===== config.mk =====
export PLATFORM = sky130hd
export DESIGN_NAME = axis_pkt_arbiter
export DESIGN_NICKNAME = d
export VERILOG_FILES = /design/src/rtl/axis_pkt_arbiter.sv
export SDC_FILE = /design/constraint.sdc
export NUM_CORES = 1
export LEC_CHECK = 0
export BUFFER_PORTS_ARGS = -buffer_cell sky130_fd_sc_hd__buf_2
export CORE_AREA = 2 2 194 196
export DETAILED_ROUTE_END_ITERATION = 8
export DIE_AREA = 0 0 196 198
export PLACE_DENSITY = 0.31
export SLEW_MARGIN = 10
export SYNTH_ARGS = -nofsm -noshare
export SYNTH_HDL_FRONTEND = slang
export SYNTH_SLANG_ARGS = --single-unit

===== constraint.sdc =====
create_clock -name ACLK -period 4.65 [get_ports ACLK]
set_input_delay 0.465 -clock ACLK [delete_from_list [all_inputs] [get_ports ACLK]]
set_output_delay 0.465 -clock ACLK [all_outputs]
set_load 0.05 [all_outputs]

===== src/rtl/axis_pkt_arbiter.sv =====
// Packet-granular 2:1 AXI4-Stream arbiter (round-robin or fixed priority) feeding one AXIS slave.
// Optional statistics counters are enabled with the AXIS_ARB_STATS_EN macro.
module axis_pkt_arbiter #(
    parameter int unsigned DATA_W = 32,
    parameter int unsigned USER_W = 128
) (
    input  logic                ACLK,
    input  logic                ARESETN,
    input  logic                cfg_fixed_pri,

    input  logic [DATA_W-1:0]   S0_AXIS_DAT_TDATA,
    input  logic [DATA_W/8-1:0] S0_AXIS_DAT_TSTRB,
    input  logic [USER_W-1:0]   S0_AXIS_DAT_TUSER,
    input  logic                S0_AXIS_DAT_TLAST,
    input  logic                S0_AXIS_DAT_TVALID,
    output logic                S0_AXIS_DAT_TREADY,

    input  logic [DATA_W-1:0]   S1_AXIS_DAT_TDATA,
    input  logic [DATA_W/8-1:0] S1_AXIS_DAT_TSTRB,
    input  logic [USER_W-1:0]   S1_AXIS_DAT_TUSER,
    input  logic                S1_AXIS_DAT_TLAST,
    input  logic                S1_AXIS_DAT_TVALID,
    output logic                S1_AXIS_DAT_TREADY,

    output logic [DATA_W-1:0]   M_AXIS_DAT_TDATA,
    output logic [DATA_W/8-1:0] M_AXIS_DAT_TSTRB,
    output logic [USER_W-1:0]   M_AXIS_DAT_TUSER,
    output logic                M_AXIS_DAT_TLAST,
    output logic                M_AXIS_DAT_TVALID,
    input  logic                M_AXIS_DAT_TREADY,

    output logic [1:0]          grant
`ifdef AXIS_ARB_STATS_EN
    ,
    output logic [15:0]         pkt_cnt0,
    output logic [15:0]         pkt_cnt1,
    output logic [31:0]         stall_cnt
`endif
);

    localparam logic [1:0] IDLE  = 2'd0;
    localparam logic [1:0] BUSY0 = 2'd1;
    localparam logic [1:0] BUSY1 = 2'd2;

    logic [1:0] state_q, state_d;
    logic       last_grant_q, last_grant_d;

    always_comb begin
        state_d      = state_q;
        last_grant_d = last_grant_q;
        case (state_q)
            IDLE: begin
                // Round-robin favours the input that did not finish the previous packet
                if (S0_AXIS_DAT_TVALID && S1_AXIS_DAT_TVALID) begin
                    state_d = (cfg_fixed_pri || last_grant_q) ? BUSY0 : BUSY1;
                end else if (S0_AXIS_DAT_TVALID) begin
                    state_d = BUSY0;
                end else if (S1_AXIS_DAT_TVALID) begin
                    state_d = BUSY1;
                end
            end
            BUSY0: begin
                if (S0_AXIS_DAT_TVALID && M_AXIS_DAT_TREADY && S0_AXIS_DAT_TLAST) begin
                    state_d      = IDLE;
                    last_grant_d = 1'b0;
                end
            end
            BUSY1: begin
                if (S1_AXIS_DAT_TVALID && M_AXIS_DAT_TREADY && S1_AXIS_DAT_TLAST) begin
                    state_d      = IDLE;
                    last_grant_d = 1'b1;
                end
            end
            default: state_d = IDLE;
        endcase
    end

    always_ff @(posedge ACLK or negedge ARESETN) begin
        if (!ARESETN) begin
            state_q      <= IDLE;
            last_grant_q <= 1'b1;
        end else begin
            state_q      <= state_d;
            last_grant_q <= last_grant_d;
        end
    end

    always_comb begin
        M_AXIS_DAT_TDATA   = '0;
        M_AXIS_DAT_TSTRB   = '0;
        M_AXIS_DAT_TUSER   = '0;
        M_AXIS_DAT_TLAST   = 1'b0;
        M_AXIS_DAT_TVALID  = 1'b0;
        S0_AXIS_DAT_TREADY = 1'b0;
        S1_AXIS_DAT_TREADY = 1'b0;
        grant              = 2'b00;
        case (state_q)
            BUSY0: begin
                M_AXIS_DAT_TDATA   = S0_AXIS_DAT_TDATA;
                M_AXIS_DAT_TSTRB   = S0_AXIS_DAT_TSTRB;
                M_AXIS_DAT_TUSER   = S0_AXIS_DAT_TUSER;
                M_AXIS_DAT_TLAST   = S0_AXIS_DAT_TLAST;
                M_AXIS_DAT_TVALID  = S0_AXIS_DAT_TVALID;
                S0_AXIS_DAT_TREADY = M_AXIS_DAT_TREADY;
                grant              = 2'b01;
            end
            BUSY1: begin
                M_AXIS_DAT_TDATA   = S1_AXIS_DAT_TDATA;
                M_AXIS_DAT_TSTRB   = S1_AXIS_DAT_TSTRB;
                M_AXIS_DAT_TUSER   = S1_AXIS_DAT_TUSER;
                M_AXIS_DAT_TLAST   = S1_AXIS_DAT_TLAST;
                M_AXIS_DAT_TVALID  = S1_AXIS_DAT_TVALID;
                S1_AXIS_DAT_TREADY = M_AXIS_DAT_TREADY;
                grant              = 2'b10;
            end
            default: ;
        endcase
    end

`ifdef AXIS_ARB_STATS_EN
    logic [15:0] pkt_cnt0_q, pkt_cnt0_d;
    logic [15:0] pkt_cnt1_q, pkt_cnt1_d;
    logic [31:0] stall_cnt_q, stall_cnt_d;
    logic        eop0, eop1, stalled;

    assign eop0 = (state_q == BUSY0) && S0_AXIS_DAT_TVALID && M_AXIS_DAT_TREADY
                  && S0_AXIS_DAT_TLAST;
    assign eop1 = (state_q == BUSY1) && S1_AXIS_DAT_TVALID && M_AXIS_DAT_TREADY
                  && S1_AXIS_DAT_TLAST;
    assign stalled = !M_AXIS_DAT_TREADY &&
                     (((state_q == BUSY0) && S0_AXIS_DAT_TVALID) ||
                      ((state_q == BUSY1) && S1_AXIS_DAT_TVALID));

    // Packet counters saturate; the stall counter is allowed to wrap
    always_comb begin
        pkt_cnt0_d  = pkt_cnt0_q;
        pkt_cnt1_d  = pkt_cnt1_q;
        stall_cnt_d = stall_cnt_q;
        if (eop0 && (pkt_cnt0_q != 16'hFFFF)) pkt_cnt0_d = pkt_cnt0_q + 16'd1;
        if (eop1 && (pkt_cnt1_q != 16'hFFFF)) pkt_cnt1_d = pkt_cnt1_q + 16'd1;
        if (stalled) stall_cnt_d = stall_cnt_q + 32'd1;
    end

    always_ff @(posedge ACLK or negedge ARESETN) begin
        if (!ARESETN) begin
            pkt_cnt0_q  <= '0;
            pkt_cnt1_q  <= '0;
            stall_cnt_q <= '0;
        end else begin
            pkt_cnt0_q  <= pkt_cnt0_d;
            pkt_cnt1_q  <= pkt_cnt1_d;
            stall_cnt_q <= stall_cnt_d;
        end
    end

    assign pkt_cnt0  = pkt_cnt0_q;
    assign pkt_cnt1  = pkt_cnt1_q;
    assign stall_cnt = stall_cnt_q;
`endif

endmodule

==> flow_summary.yaml <==
clocking:
  htreeDepth: 1
  clk_latency_ps: 220
  cts_made_buffers: 3
  cts_resized: 0
  tritoncts: "yes"
  ctsHoldBuffers: 0
  cts.clk_slew.worst_paths_ps: 30
  clock_sinks: 3
  post-cts-setup-buffers: 0
  cts_root_buffer: "clkbuf_16"
  cts_buffer_depth: 2
logic_synthesis:
  ys_ff_latch: 3
  synthAdderAreaFrac_pct: 2.23
  syn_nets: 756
  synth_xor_area_share_pct: 0
  syn_avg_cell_area_um2: 6.76
  synth-simple-area-share_pct: 38.8
  synthMuxAreaShare_pct: 1.16
  synth_compound_area_share_pct: 45.9
  synthCells: 415
  syn_area_mm2: 0.00281
  synth_top_family_by_area: "compound AO/OA/AOI/OAI gates"
  synth.distinct_cells: 21
  synth-seq-area-share_pct: 2.72
  synth_warnings: 0
floorplan:
  dieArea_mm2: 0.0388
  rows: 71
  start_util_pct: 7.59
  chipHeight_um: 198
  core_area_mm2: 0.0370
  die_w_um: 196
  ios: 506
pwr:
  leakage_nw: 2.92
  p_per_area_mw_per_mm2: 714
  ir_worst_vdd_mv: 0.293
setup_path:
  worst_ep_arrival_time_ps: 2640
  slowest_delay_ps: 570
  worstPathMaxFanout: 89
  crit_type: "reg2out"
  critPathLaunchType: "register"
  cp-end-kind: "primary output"
  crit_slowest_cell: "ha_4"
  cp_cell_sequence: "inv_1, ha_4, buf_12, a22oi_1, nor2b_1, buf_2"
  crit_required_ps: 4180
drt:
  drc: 0
  wl_per_cell_um: 17.1
  drtAntennaViolNets: 0
  wl_mm: 23.0
  first_iter_violations: 229
  drtPass1Iterations: 5
  vias: 5144
  routed_via_density: 3.81
place:
  port-buffer-count: 505
  dpl.hpwl_mm: 19.5
  dp_slack_ps: 1780
  place_congestion: 0.776
sta:
  relSlewSlack_pct: 56.3
  fin_ws_ps: 1550
  post-route-min-period_ps: 3100
  fmax_mhz: 322
  skew_ps: 0.0152
  hold_violations: 0
  setup-violations-final: 0
  tns_ps: 0
  fin_crit_sh_pct: 66.8
  drv_slew: 0
  rsz0062_at_grt: "false"
  tightest_slew_ps: 655
global_routing:
  track_usage_pct: 10.7
  grt_pass1_vias: 5160
  grt_first_pass_wirelength_mm: 31.6
  antenna_found_initial: 11
  grt_max_degree: 92
  overflow: 0
finish:
  fin_util_pct: 15.9
  mostFrequentLayoutCell: "buf_2"
  fin_nets: 1215
  multi_input_area_mm2: 0.00251
  syn2layout_area_growth_pct: 110
  fill_cells: 4366
  drive_gt1_share_pct: 59.3
  layout_common_cells: "buf_2, nor2b_1, a22oi_1"
  register_area_um2: 76.3
job:
  maxCapViolations: 0
worst_hold_path:
  hold_path.class: "in2async"
run_status:
  status: "finished clean"
registers in the layout (all words and copies together) (netlist names):
name          count
state_q           2
last_grant_q      1
routing by layer:
metal	routed length [um]	vias up	share of wire [%]	GRT usage, %
met1	8710	2334	38	11.6
met2	11900	332	52	20.8
met4	563	0	2.4	2.83
li1	-	2452	-	-
met5	0	-	0	0
met3	1890	26	8.2	2.18
cells by family after synthesis:
family / Yosys count
fa+ha+maj: 5
simple gates: 176
mux: 3
compound gates: 170
flops: 3
buf+inv: 58
final timing paths:
path	start	end	slack, ps	cells past startpoint
worst max-delay path	state_q[0]	M_AXIS_DAT_TUSER[82]	1550	6
worst min-delay path	ARESETN	state_q[1]	30	1
worst max register to register	state_q[1]	state_q[1]	2350	6
worst min register to register	state_q[1]	state_q[1]	610	1
max in group asynchronous	ARESETN	last_grant_q	4420	1
min in group ACLK	S0_AXIS_DAT_TVALID	state_q[0]	550	3
synth_stat cells:
cell	instances	area [um2]
nor2b_1	167	1040
a22oi_1	166	1250
inv_1	2	7.51
a21boi_0	1	7.51
o21a_1	1	7.51
clkbuf_1	25	93.8
a211oi_4	1	20.0
mux2_1	2	22.5
and2_1	2	12.5
buf_2	29	145
buf_1	1	3.75
nand3_1	2	10.0
dfstp_2	1	26.3
a21boi_1	1	7.51
nor3_1	1	5.00
buf_4	1	7.51
nand2_1	1	3.75
ha_1	5	62.6
nor2_1	3	11.3
dfrtp_1	2	50.1
mux2i_1	1	10.0
layout make-up:
class | instances | area share (%)
sequential | 3 | 1.30
multi-input combinational | 354 | 42.7
timing repair buffer | 510 | 44.3
inverter | 2 | 0.128
antenna | 4 | 0.170
clock buffer | 4 | 1.34
tap | 474 | 10.1
per-stage QoR:
stage          area, um2  instances  hold WS [ps]  power (mW)
4_1_cts             5870       1347          33.8        4.23
5_1_grt             5870       1350          32.0        4.45
3_5_place_dp        5790       1343           270        4.09
3_3_place_gp        5790       1343           273        4.12
6_report            5880       1351          33.8        4.20
2_1_floorplan       2810        415           169        3.13
worst max-delay path, delay by kind of cell, from the launching register on:
| family | cells | cell delay, ps |
|---|---|---|
| buf+inv | 3 | 870 |
| simple gates | 1 | 160 |
| fa+ha+maj | 1 | 570 |
| compound gates | 1 | 250 |
| flops | 1 | 410 |
where the power goes:
group	switching, mW	leakage, nW	internal (mW)
Sequential	0.0117	0.0360	0.0397
Clock	0.0239	0.0382	0.113
Combinational	2.82	2.85	1.18
Total	2.86	2.92	1.34
Power figures use the tool's default switching activity.
